$ cat src/rtl/ram_ctrl_pkg.sv
// ============================================================================
// Module  : ram_ctrl_pkg
// Brief   : Shared widths and FSM state encoding for the RAM burst controller.
// Revision: 1.0
// ============================================================================
`default_nettype none

package ram_ctrl_pkg;

    localparam int DEF_ADDR_W = 10;
    localparam int DEF_DATA_W = 8;
    localparam int DEF_LEN_W  = 5;

    typedef enum logic [1:0] {
        IDLE  = 2'd0,
        WRITE = 2'd1,
        READ  = 2'd2,
        DRAIN = 2'd3
    } state_t;

endpackage

`default_nettype wire

$ cat src/rtl/ram_rd_skid.sv
// ============================================================================
// Module  : ram_rd_skid
// Brief   : 2-entry in-order valid/ready buffer; occupancy feeds read-issue credit.
// Revision: 1.0
// ============================================================================
`default_nettype none

module ram_rd_skid
    import ram_ctrl_pkg::*;
#(
    parameter int DATA_W = DEF_DATA_W
) (
    input  logic              clk,
    input  logic              rst,
    input  logic              i_push,
    input  logic [DATA_W-1:0] i_data,
    output logic              o_valid,
    input  logic              i_ready,
    output logic [DATA_W-1:0] o_data,
    output logic [1:0]        o_count
);

    logic [DATA_W-1:0] r_head;
    logic [DATA_W-1:0] r_tail;
    logic [1:0]        r_count;
    logic              w_pop;

    assign o_valid = (r_count != 2'd0);
    assign o_data  = r_head;
    assign o_count = r_count;
    assign w_pop   = o_valid & i_ready;

    // Upstream credit check guarantees no push while full without a pop.
    always_ff @(posedge clk) begin
        if (rst) begin
            r_count <= 2'd0;
            r_head  <= '0;
            r_tail  <= '0;
        end else begin
            case ({i_push, w_pop})
                2'b10: begin
                    if (r_count == 2'd0) r_head <= i_data;
                    else                 r_tail <= i_data;
                    r_count <= r_count + 2'd1;
                end
                2'b01: begin
                    r_head  <= r_tail;
                    r_count <= r_count - 2'd1;
                end
                2'b11: begin
                    if (r_count == 2'd1) begin
                        r_head <= i_data;
                    end else begin
                        r_head <= r_tail;
                        r_tail <= i_data;
                    end
                end
                default: ;
            endcase
        end
    end

endmodule

`default_nettype wire

$ cat src/rtl/ram_burst_ctrl.sv
// ============================================================================
// Module  : ram_burst_ctrl
// Brief   : Read/write burst front end for a 1K x 8 single-port registered RAM.
// Revision: 1.0
// ============================================================================
`default_nettype none

module ram_burst_ctrl
    import ram_ctrl_pkg::*;
#(
    parameter int ADDR_W = DEF_ADDR_W,
    parameter int DATA_W = DEF_DATA_W,
    parameter int LEN_W  = DEF_LEN_W
) (
    input  logic              clk,
    input  logic              rst,
    input  logic              cmd_valid,
    output logic              cmd_ready,
    input  logic              cmd_we,
    input  logic [ADDR_W-1:0] cmd_addr,
    input  logic [LEN_W-1:0]  cmd_len,
    input  logic              wr_valid,
    output logic              wr_ready,
    input  logic [DATA_W-1:0] wr_data,
    output logic              rd_valid,
    input  logic              rd_ready,
    output logic [DATA_W-1:0] rd_data,
    output logic              busy,
    output logic              ram_we,
    output logic [ADDR_W-1:0] ram_addr,
    output logic [DATA_W-1:0] ram_din,
    input  logic [DATA_W-1:0] ram_dout
);

    state_t            r_state;
    state_t            w_next;
    logic [ADDR_W-1:0] r_addr;
    logic [ADDR_W-1:0] r_last_addr;
    logic [DATA_W-1:0] r_last_din;
    logic [LEN_W-1:0]  r_beats;
    logic              r_inflight;
    logic              w_cmd_hs;
    logic              w_wr_hs;
    logic              w_issue;
    logic              w_pop;
    logic [1:0]        w_occ;
    logic [2:0]        w_credit;

    assign w_cmd_hs = cmd_valid & cmd_ready;
    assign w_wr_hs  = wr_valid & wr_ready;
    assign w_pop    = rd_valid & rd_ready;
    // Slots committed for next cycle: buffered + in flight, less what leaves now.
    assign w_credit = {1'b0, w_occ} + {2'b00, r_inflight} - {2'b00, w_pop};
    assign w_issue  = (r_state == READ) && (w_credit < 3'd2);

    always_ff @(posedge clk) begin
        if (rst) r_state <= IDLE;
        else     r_state <= w_next;
    end

    always_comb begin
        w_next = r_state;
        case (r_state)
            IDLE:    if (cmd_valid) w_next = cmd_we ? WRITE : READ;
            WRITE:   if (w_wr_hs && (r_beats == '0)) w_next = IDLE;
            READ:    if (w_issue && (r_beats == '0)) w_next = DRAIN;
            DRAIN:   if (!r_inflight && (w_occ == 2'd0)) w_next = IDLE;
            default: w_next = IDLE;
        endcase
    end

    always_comb begin
        cmd_ready = (r_state == IDLE);
        wr_ready  = (r_state == WRITE);
        busy      = (r_state != IDLE);
        ram_we    = wr_valid & (r_state == WRITE);
        ram_addr  = ((r_state == WRITE) || (r_state == READ)) ? r_addr : r_last_addr;
        ram_din   = (r_state == WRITE) ? wr_data : r_last_din;
    end

    always_ff @(posedge clk) begin
        if (rst) begin
            r_addr      <= '0;
            r_last_addr <= '0;
            r_last_din  <= '0;
            r_beats     <= '0;
            r_inflight  <= 1'b0;
        end else begin
            r_inflight <= w_issue;
            if (w_cmd_hs) begin
                r_addr  <= cmd_addr;
                r_beats <= cmd_len;
            end else if (w_wr_hs || w_issue) begin
                r_addr      <= r_addr + 1'b1;
                r_beats     <= r_beats - 1'b1;
                r_last_addr <= r_addr;
            end
            if (w_wr_hs) r_last_din <= wr_data;
        end
    end

    ram_rd_skid #(
        .DATA_W (DATA_W)
    ) u_skid (
        .clk     (clk),
        .rst     (rst),
        .i_push  (r_inflight),
        .i_data  (ram_dout),
        .o_valid (rd_valid),
        .i_ready (rd_ready),
        .o_data  (rd_data),
        .o_count (w_occ)
    );

endmodule

`default_nettype wire

$ cat config.mk
export PLATFORM = sky130hd
export DESIGN_NAME = ram_burst_ctrl
export DESIGN_NICKNAME = d
export VERILOG_FILES = /design/src/rtl/ram_ctrl_pkg.sv /design/src/rtl/ram_rd_skid.sv /design/src/rtl/ram_burst_ctrl.sv
export SDC_FILE = /design/constraint.sdc
export NUM_CORES = 1
export LEC_CHECK = 0
export ABC_AREA = 1
export BUFFER_PORTS_ARGS = -buffer_cell sky130_fd_sc_hd__buf_2
export CAP_MARGIN = 20
export CORE_MARGIN = 5
export CORE_UTILIZATION = 51
export CTS_BUF_LIST = sky130_fd_sc_hd__clkbuf_4
export DETAILED_ROUTE_END_ITERATION = 8
export GPL_ROUTABILITY_DRIVEN = 0
export PLACE_DENSITY = 0.83
export SLEW_MARGIN = 20
export SYNTH_ARGS = -nofsm -noshare
export SYNTH_HDL_FRONTEND = slang
export SYNTH_HIERARCHICAL = 1
export SYNTH_SLANG_ARGS = --single-unit
$ cat constraint.sdc
create_clock -name clk -period 2.8 [get_ports clk]
set_input_delay 0.42 -clock clk [delete_from_list [all_inputs] [get_ports clk]]
set_output_delay 0.42 -clock clk [all_outputs]
set_load 0.1 [all_outputs]
Word level (Yosys, flattened, before mapping)
Cells that the tools add are included.
Storage, ports and cells
  bits in registers: 54
  latch bits: 0
  RAM bits: 0
  bits in read-only memories: 0
  bits of input ports: 37
  memories: 0
Cells by class
  $add $sub $neg: 6
  $mul: 0
  divide/modulo/power cells: 0
  order comparisons: 1
  equal/unequal tests: 14
  shift operators: 0
  mux-type cells: 19
  bitwise operators: 4
  reductions and logical operators: 20
Operators by type and width (count)
  8-bit two-way mux: 5
  10-bit two-way mux: 3
  8-bit case mux with 3 select lines: 1
  8-bit case mux with 2 select lines: 1
  2-bit != test (second input constant): 6
  10-bit by 1-bit adder with 10-bit output (second input constant): 1
  2-bit two-way mux: 5
  5-bit two-way mux: 2
  2-bit nonzero test: 5
  2-bit equality test (second input constant): 4
  2-bit case mux with 4 select lines: 1
  2-bit by 1-bit equality test with 1-bit output (second input constant): 3
  5-bit zero test: 1
  5-bit by 1-bit subtractor with 5-bit output (second input constant): 1
  1-bit logical AND: 4
  2-bit zero test: 2
  2-bit case mux with 2 select lines: 1
  2-bit AND reduction: 2
  4-bit AND reduction: 1
  2-bit by 1-bit adder with 3-bit output: 1
  1-bit bitwise AND: 3
  3-bit by 2-bit < comparator with 1-bit output (second input constant): 1
  3-bit AND reduction: 1
  3-bit nonzero test: 1
  7 further kinds: 8

Longest topological paths before layout
Gate-level depths: netlist of run 1.
  depth after elaboration: 8
  mapped depth: 17
  mapped depth without buffers: 16

By module
Netlist of run 1, hierarchy kept.
By module, submodules not included
  ram_burst_ctrl: instances 1, cells each 341, area an instance 2184.6 µm²
  ram_rd_skid: instances 1, cells each 152, area an instance 1049.8 µm²

Worst setup path before layout of run 1
No wires, ideal clock.
  path type: register -> output
  start point: register r_state[1]
  end point: output ram_din[5]
  arrival time: 3592 ps
  data required time: 2380 ps
  setup slack: -1212 ps
  stages on the path, launching flop included: 6
  buffers on the path: 2
  path through: dfxtp_1 > inv_1 > ha_1 > buf_2 > clkbuf_1 > o21ai_0
On the way
  word-level cells in the longest chain between the ends: 2
RTL lines
  start: declaration: RTL line ram_burst_ctrl.sv:35  | state_t r_state;
  start signal: assignment: RTL line ram_burst_ctrl.sv:58  | else r_state <= w_next;
  2-bit by 1-bit equality test with 1-bit output
  named net wr_ready: RTL line ram_burst_ctrl.sv:23  | output logic wr_ready,
  8-bit two-way mux: RTL line ram_burst_ctrl.sv:78  | ram_din = (r_state == WRITE) ? wr_data : r_last_din;
  end: declaration: RTL line ram_burst_ctrl.sv:31  | output logic [DATA_W-1:0] ram_din,
The timed path passes the listed nets, and every way through them passes these cells.

Worst setup path in the final report of run 1
  start point: register u_skid.r_count[1], in the netlist u_skid/o_count[1]
  end point: register r_beats[1]
On the way
  word-level cells in the longest chain between the ends: 7
  elaborated cells on any way between the ends: 8
  those cells by class: add/sub (2); order compare (1); bitwise (1); reduce/logical (4)
RTL lines
  start: declaration: RTL line ram_rd_skid.sv:25  | logic [1:0] r_count;
  start signal: assignment: RTL line ram_rd_skid.sv:44  | r_count <= r_count + 2'd1;
  start signal: assignment: RTL line ram_rd_skid.sv:48  | r_count <= r_count - 2'd1;
  parallel branches: the longest is 2 deep, another holds 2-bit by 1-bit adder with 3-bit output
  3-bit by 1-bit subtractor with 3-bit output *: RTL line ram_burst_ctrl.sv:53  | assign w_credit = {1'b0, w_occ} + {2'b00, r_inflight} - {2'b00, w_pop};
  3-bit by 2-bit < comparator with 1-bit output *: RTL line ram_burst_ctrl.sv:54  | assign w_issue = (r_state == READ) && (w_credit < 3'd2);
  1-bit logical AND *: RTL line ram_burst_ctrl.sv:54
  1-bit logical OR *: RTL line ram_burst_ctrl.sv:93  | end else if (w_wr_hs || w_issue) begin
  2-bit nonzero test (no source line) *
  end signal: assignment: RTL line ram_burst_ctrl.sv:92  | r_beats <= cmd_len;
  end signal: assignment: RTL line ram_burst_ctrl.sv:95  | r_beats <= r_beats - 1'b1;
  end: declaration: RTL line ram_burst_ctrl.sv:40  | logic [LEN_W-1:0] r_beats;
Mark *: on every way between the ends.
A chain may end at the register's enable or synchronous reset.

==> results of run 1 <==
logic make-up after synthesis:
kind of cell / Yosys count / share of synthesized area [%]
AO/OA/AOI/OAI: 82 / 13.0
multiplexers: 1 / 0.348
buffers and inverters: 89 / 11.6
XOR/XNOR: 3 / 0.813
flip-flops: 54 / 33.4
adder cells (fa/ha/maj): 16 / 6.42
AND/OR/NAND/NOR: 248 / 34.5
synthesized netlist by cell type, types with 2 or more instances:
master,number
o21ai_0,31
buf_2,5
nand2_1,121
dfxtp_1,54
o21ai_1,8
buf_6,2
inv_2,2
nand2_2,3
buf_4,3
nand2_4,3
nand4_1,10
clkbuf_1,6
inv_1,67
xnor2_1,2
nor2_1,60
nand3b_1,16
a21oi_1,40
nand3_1,30
ha_1,15
layer usage:
metal | global-route usage [%] | up-vias | part of all wire [%]
met4 | 5.68 | 0 | 1.3
met5 | 0 | - | 0
met3 | 3.01 | 11 | 5.3
met2 | 36.9 | 88 | 51
li1 | - | 1689 | -
met1 | 24.3 | 1469 | 43
repair_timing:
item | 4_1_cts | 5_1_grt
setup buffers | 0 | 5
cloned | 0 | 0
pin swaps | 0 | 1
endpoints found under the hold margin | 0 | 0
gates resized for setup | 1 | 3
endpoints found under the setup margin | 5 | 19
flip-flops by register name, indices dropped and copies added (netlist names):
register	count
u_skid/o_data	8
u_skid/r_tail	8
r_inflight	1
u_skid/o_count	2
r_last_din	8
r_state	2
r_addr	10
r_last_addr	10
r_beats	5
layout make-up:
cell class	count	area [sq um]
multi-input cells	350	1850
flip-flops and latches	54	1090
fillers	589	2450
well taps	77	96.3
repair buffers	74	388
clock buffers	5	37.5
clock inverters	3	48.8
inverters	71	279
worst reg2reg max path: stages (launching register included):
cell	delay [ns]
dfxtp_4	0.40
inv_2	0.09
ha_4	0.16
clkinvlp_4	0.09
nand2_1	0.06
inv_1	0.04
ha_1	0.25
or2_4	0.23
fa_1	0.45
nand2_1	0.09
clkinv_2	0.07
nand3_4	0.09
nand2_4	0.08
nor2_4	0.19
buf_4	0.16
o21ai_1	0.05
a21oi_1	0.14
per-stage QoR:
stage | area (sq um) | std cells | TNS [ns] | util [%] | worst slack, ns
6_report | 3790 | 634 | 0 | 60.7 | 0.115
5_1_grt | 3790 | 634 | 0 | 60.7 | 0.00193
4_1_cts | 3740 | 629 | 0 | 60.0 | 0.0578
3_5_place_dp | 3650 | 621 | 0 | 58.6 | 0.0746
3_3_place_gp | 3650 | 621 | 0 | 58.6 | 0.155
2_1_floorplan | 3320 | 493 | -6.31 | - | -0.465
worst paths after layout:
path	startpoint	endpoint	slack, ns
max	u_skid/o_count[1]	r_beats[1]	0.11
min	wr_data[7]	r_last_din[7]	0.32
max reg2reg	u_skid/o_count[1]	r_beats[1]	0.11
min reg2reg	r_last_din[6]	r_last_din[6]	0.47
==> summary.md, run 1 <==
| Metric | Value |
|---|---|
| Worst-path maximum fanout | 6 |
| Slew HR | 58.4% |
| Worst Path Required | ~3.1 ns |
| Number of cells on the critical path | 16 |
| Drc violations | 0 |
| Initial DRC Count | 160 |
| CTS Root Cell | clkbuf_4 |
| Setup CP Type | register to register |
| Most frequent cell on the critical path | nand2_1 |
| Area growth from synthesis to layout | 17.1% |
| Hold WC Path Type | primary input to register |
| Warnings, synthesis | 6 |
| RSZ-0062 raised after global routing | false |
| Dpl hpwl | 5820 um |
| Total CTS buffers | 5 |
| Clock latency on the worst-skew pair | slightly below 0.4 ns |
| Commonest non-fill, non-tap cells in the layout | 121 x nand2_1, 67 x buf_2, 64 x inv_1 |
| Seq/Total Area, Yosys | 33.4% |
| Worst path slowest cell | fa_1 |
| Synth async-reset ratio | 0% |
| DR pass1 iterations | 5 |
| Peak Freq | approximately 370 MHz |
| Total gr overflow | 0 |
| Startpoint Class | register |
| Clock-pin slew on the worst setup and hold paths | 0.16 ns |
| Synth Net Count | 546 |
| Post-route clock period utilization | 95.9% |
| Via count | roughly 3.3k |
| CTS sink count | 54 |
| Synth area leader | dfxtp_1 |
| Hold WS | 0.324 ns |
| Hold buffers post-CTS | 0 |
| Final nets | slightly above 600 |
| Worst Path Arrival | ~3 ns |
| Post-synth top area share | approximately 33% |
| Die X | 89.6 um |
| Flops & latches, synth | 54 |
| DR WL/cell | between 10 and 15 um |
| Synthesized instance count | 493 |
| Max clock buf depth | 2 |
| Worst path cell trace | inv_2, ha_4, clkinvlp_4, nand2_1, inv_1, ha_1, or2_4, fa_1, nand2_1, clkinv_2, nand3_4, nand2_4, nor2_4, buf_4, o21ai_1, a21oi_1 |
| ANT cells | 0 |
| Routed Antenna Nets | 0 |
| Port Buffers | 67 |
| Global-route wire length before repair | ~13000 um |
| Gr usage total | about a fifth |
| Syn avg cell area | roughly 6.6 sq um |
| Worst path max stage delay | approximately 0.45 ns |
| Layout cells sized above 1 | between 20 and 25% |
| H-Tree Level Count | 2 |
| Max-capacitance violation count | 0 |
| Final Hold Fails | 0 |
| Top cell family by delay on the critical path | adder cells |
| Synth Flop Type | dfxtp_1 |
| Final setup vio count | 0 |
| Slew @ Worst Pin | around 0.62 ns |
| Hold Crit Depth | 3 |
| Initial Util | 51.8% |
| Die span in y | about 90 um |
| Max Clock Skew | between 0.015 and 0.02 ns |
| Tmin final | roughly 2.7 ns |
| CTS tree | yes |
| Commonest non-fill, non-tap cell in the layout | nand2_1 |
| Vias in the first global route | around 3.0k |
| Post-Route WL | between 7000 and 8000 um |
| Max Slew Vio Count | 0 |
| Synth unique cells | 34 |
| Pin count of the biggest net entering global routing | 24 |
| Row count | 29 |
| DR vias/cell | between 5 and 6 |
| Placeable Area | between 6000 and 7000 sq um |
| Post-Syn Area | 3230 sq um |
| EDFF count, synth | 0 |
| Status | completed |
| I/O pin count | 68 |
| Top post-synthesis cells by area | dfxtp_1 33%, nand2_1 14%, inv_1 7.8% |
| Antenna violations before repair | 0 |
| Crit end category | register |
| R2R cell count | 16 |
| Die area | 8030 sq um |
| CP Buf/Inv Count | 5 |
Power of run 1 is left out: the tool's default activity adds up to more than one toggle a clock period on the data nets, which glitch-free logic cannot reach.
==> run 2: changes to the inputs <==
==> constraint.sdc (replaced) <==
create_clock -name clk -period 2.8 [get_ports clk]
set_input_delay 0.42 -clock clk [delete_from_list [all_inputs] [get_ports clk]]
set_output_delay 0.42 -clock clk [all_outputs]
set_load 0.005 [all_outputs]
==> run 2 against run 1 <==
Against the previous run:
- cell count increased by 0.32%
- utilization down 0.82 points
- worst hold slack improved by 0.017 ns
- sequential share of layout area up 0.33 points
- critical path depth unchanged
- setup slack better by 0.040 ns
- register-to-register slack improved by 0.04 ns
- first-iteration DRC count fell by 1.3%
- clock-buffer cell count increased by 2
- die area did not move
- via count rose by 0.21%
- fmax rose by 1.5%
- largest cell class unchanged
==> summary.md, run 2 (synthesis gave the netlist of run 1 again) <==
| Metric | Value |
|---|---|
| Worst Path Arrival | ~3.0 ns |
| Total CTS buffers | 5 |
| Regs by FF count | r_addr x10, r_last_addr x10 |
| Area growth from synthesis to layout | 15.6% |
| Post-route clock period utilization | 94.5% |
| Max Clock Skew | 0.0197 ns |
| Hold WS | about 0.34 ns |
| Dpl hpwl | 5570 um |
| Tmin final | 2.65 ns |
| Gr usage total | roughly a fifth |
| Max clock buf depth | 2 |
| Layout cells sized above 1 | a little under a fifth |
| Worst-path maximum fanout | 8 |
| Commonest non-fill, non-tap cells in the layout | 121 x nand2_1, 67 x buf_2, 65 x inv_1 |
| Setup CP Type | register to register |
| Placeable Area | 6240 sq um |
| Pwr dens | 1040 nW/um^2 |
| Die area | approximately 8000 sq um |
| Hold WC Path Type | primary input to register |
| Global-route wire length before repair | approximately 13000 um |
| Initial Util | about half |
| DR WL/cell | approximately 12 um |
| Pin count of the biggest net entering global routing | 25 |
| Die span in y | 89.6 um |
| DR vias/cell | 5.13 |
| Port Buffers | 67 |
| Peak Freq | ~380 MHz |
| Multi-input logic area | about 1800 sq um |
| Startpoint Class | register |
| Setup TNS | 0 ns |
| Slew HR | roughly 58% |
| Antenna violations before repair | 0 |
| Clock latency on the worst-skew pair | between 0.3 and 0.4 ns |
| Fill count | between 500 and 600 |
| I/O pin count | 68 |
| Drc violations | 0 |
| Worst Path Required | ~3.1 ns |
| Seq. cell area | 1080 sq um |
| Routed Antenna Nets | 0 |
| Final setup vio count | 0 |
| Commonest non-fill, non-tap cell in the layout | nand2_1 |
| Switching share of power | between 40 and 50% |
| Slew @ Worst Pin | between 0.6 and 0.7 ns |
| CTS tree | yes |
| H-Tree Level Count | 2 |
| Status | completed |
| Vias in the first global route | about 2.9k |
| Reg power frac | 30.9% |
| Clock-pin slew on the worst setup and hold paths | 0.15 ns |
| Total gr overflow | 0 |
| Cell internal pwr | approximately 2.1 mW |
| R2R setup slack | 0.15 ns |
| Clk network pwr share | a little under an eighth |
| Post-Route WL | a little under 8000 um |
| Row count | 29 |
| CTS sink count | 54 |
| DR pass1 iterations | 6 |
| ANT cells | 0 |
| Comb pwr share | around 58% |
| Max-capacitance violation count | 0 |
| Final nets | ~610 |
| Crit end category | register |
| Via count | 3264 |
| Initial DRC Count | about 160 |
| Max VDD drop | roughly 0.52 mV |
| CTS Root Cell | clkbuf_4 |
| Final Hold Fails | 0 |
| Leak | about 1.9 nW |
| Die X | between 80 and 90 um |
| Total Power | between 3 and 4 mW |
| Max Slew Vio Count | 0 |
| Psw | around 1.8 mW |
| Hold buffers post-CTS | 0 |
==> run 2: cell count changes in the layout (fill, tap and decap cells not counted), sizes merged <==
cell	previous run	this run
clkbuf	5	7
clkinvlp	2	0
clkinv	1	0
buf	74	76
inv	70	71
==> run 2: worst paths after layout <==
kind                startpoint             to  depth (start not counted)
min                 wr_data[7]  r_last_din[7]                          3
max          u_skid/o_count[1]     r_beats[1]                         16
max reg2reg  u_skid/o_count[1]     r_beats[1]                         16
min reg2reg      r_last_din[6]  r_last_din[6]                          2
==> run 2: critical path, cell delays in order, from the launching register on <==
cell and delay (ns):
dfxtp_2 0.35, inv_2 0.08, ha_4 0.14, inv_1 0.05, nand2_1 0.06, inv_1 0.04
ha_1 0.25, or2_2 0.30, fa_1 0.44, nand2_1 0.09, inv_2 0.04, nand3_4 0.09
nand2_4 0.10, nor2_4 0.20, buf_4 0.15, o21ai_0 0.06, a21oi_1 0.14
==> run 2: repair_timing <==
item / CTS / global route
gates resized for setup: 0 / 10
setup endpoints to repair: 0 / 27
buffers inserted: 0 / 6
==> run 2: power by group through the flow <==
stage	sequential (mW)	combinational [mW]	clock (mW)
final	1.20	2.24	0.449
after global routing	1.24	2.57	0.489
after CTS	1.19	2.12	0.460
after detailed placement	1.21	2.11	0
after global placement	1.20	2.05	0
after floorplan	1.17	1.56	0
==> run 2: cell type report <==
class / instances / area share [%]
Multi-Input combinational cell: 350 / 48.2
Timing Repair Buffer: 76 / 10.8
Tap cell: 77 / 2.58
Sequential cell: 54 / 29.0
Inverter: 71 / 7.26
Clock inverter: 1 / 0.803
Clock buffer: 7 / 1.41
==> run 2: through the flow <==
| stage | setup slack (ns) | cell area, sq um | std cells | utilization [%] |
|---|---|---|---|---|
| 2_1_floorplan | 0.157 | 3230 | 493 | - |
| 3_3_place_gp | 0.153 | 3580 | 622 | 57.4 |
| 3_5_place_dp | 0.0321 | 3580 | 622 | 57.4 |
| 4_1_cts | 0.0352 | 3670 | 630 | 58.7 |
| 5_1_grt | -0.0196 | 3740 | 636 | 59.9 |
| 6_report | 0.155 | 3740 | 636 | 59.9 |
==> run 2: per-layer routing <==
layer / global-route usage (%) / wire (um) / up-vias
li1: - / - / 1694
met1: 23.7 / 3260 / 1449
met2: 35.0 / 3780 / 109
met3: 3.83 / 541 / 12
met4: 5.28 / 97 / 0
met5: 0 / 0 / -
(Power assumes the default switching activity.)
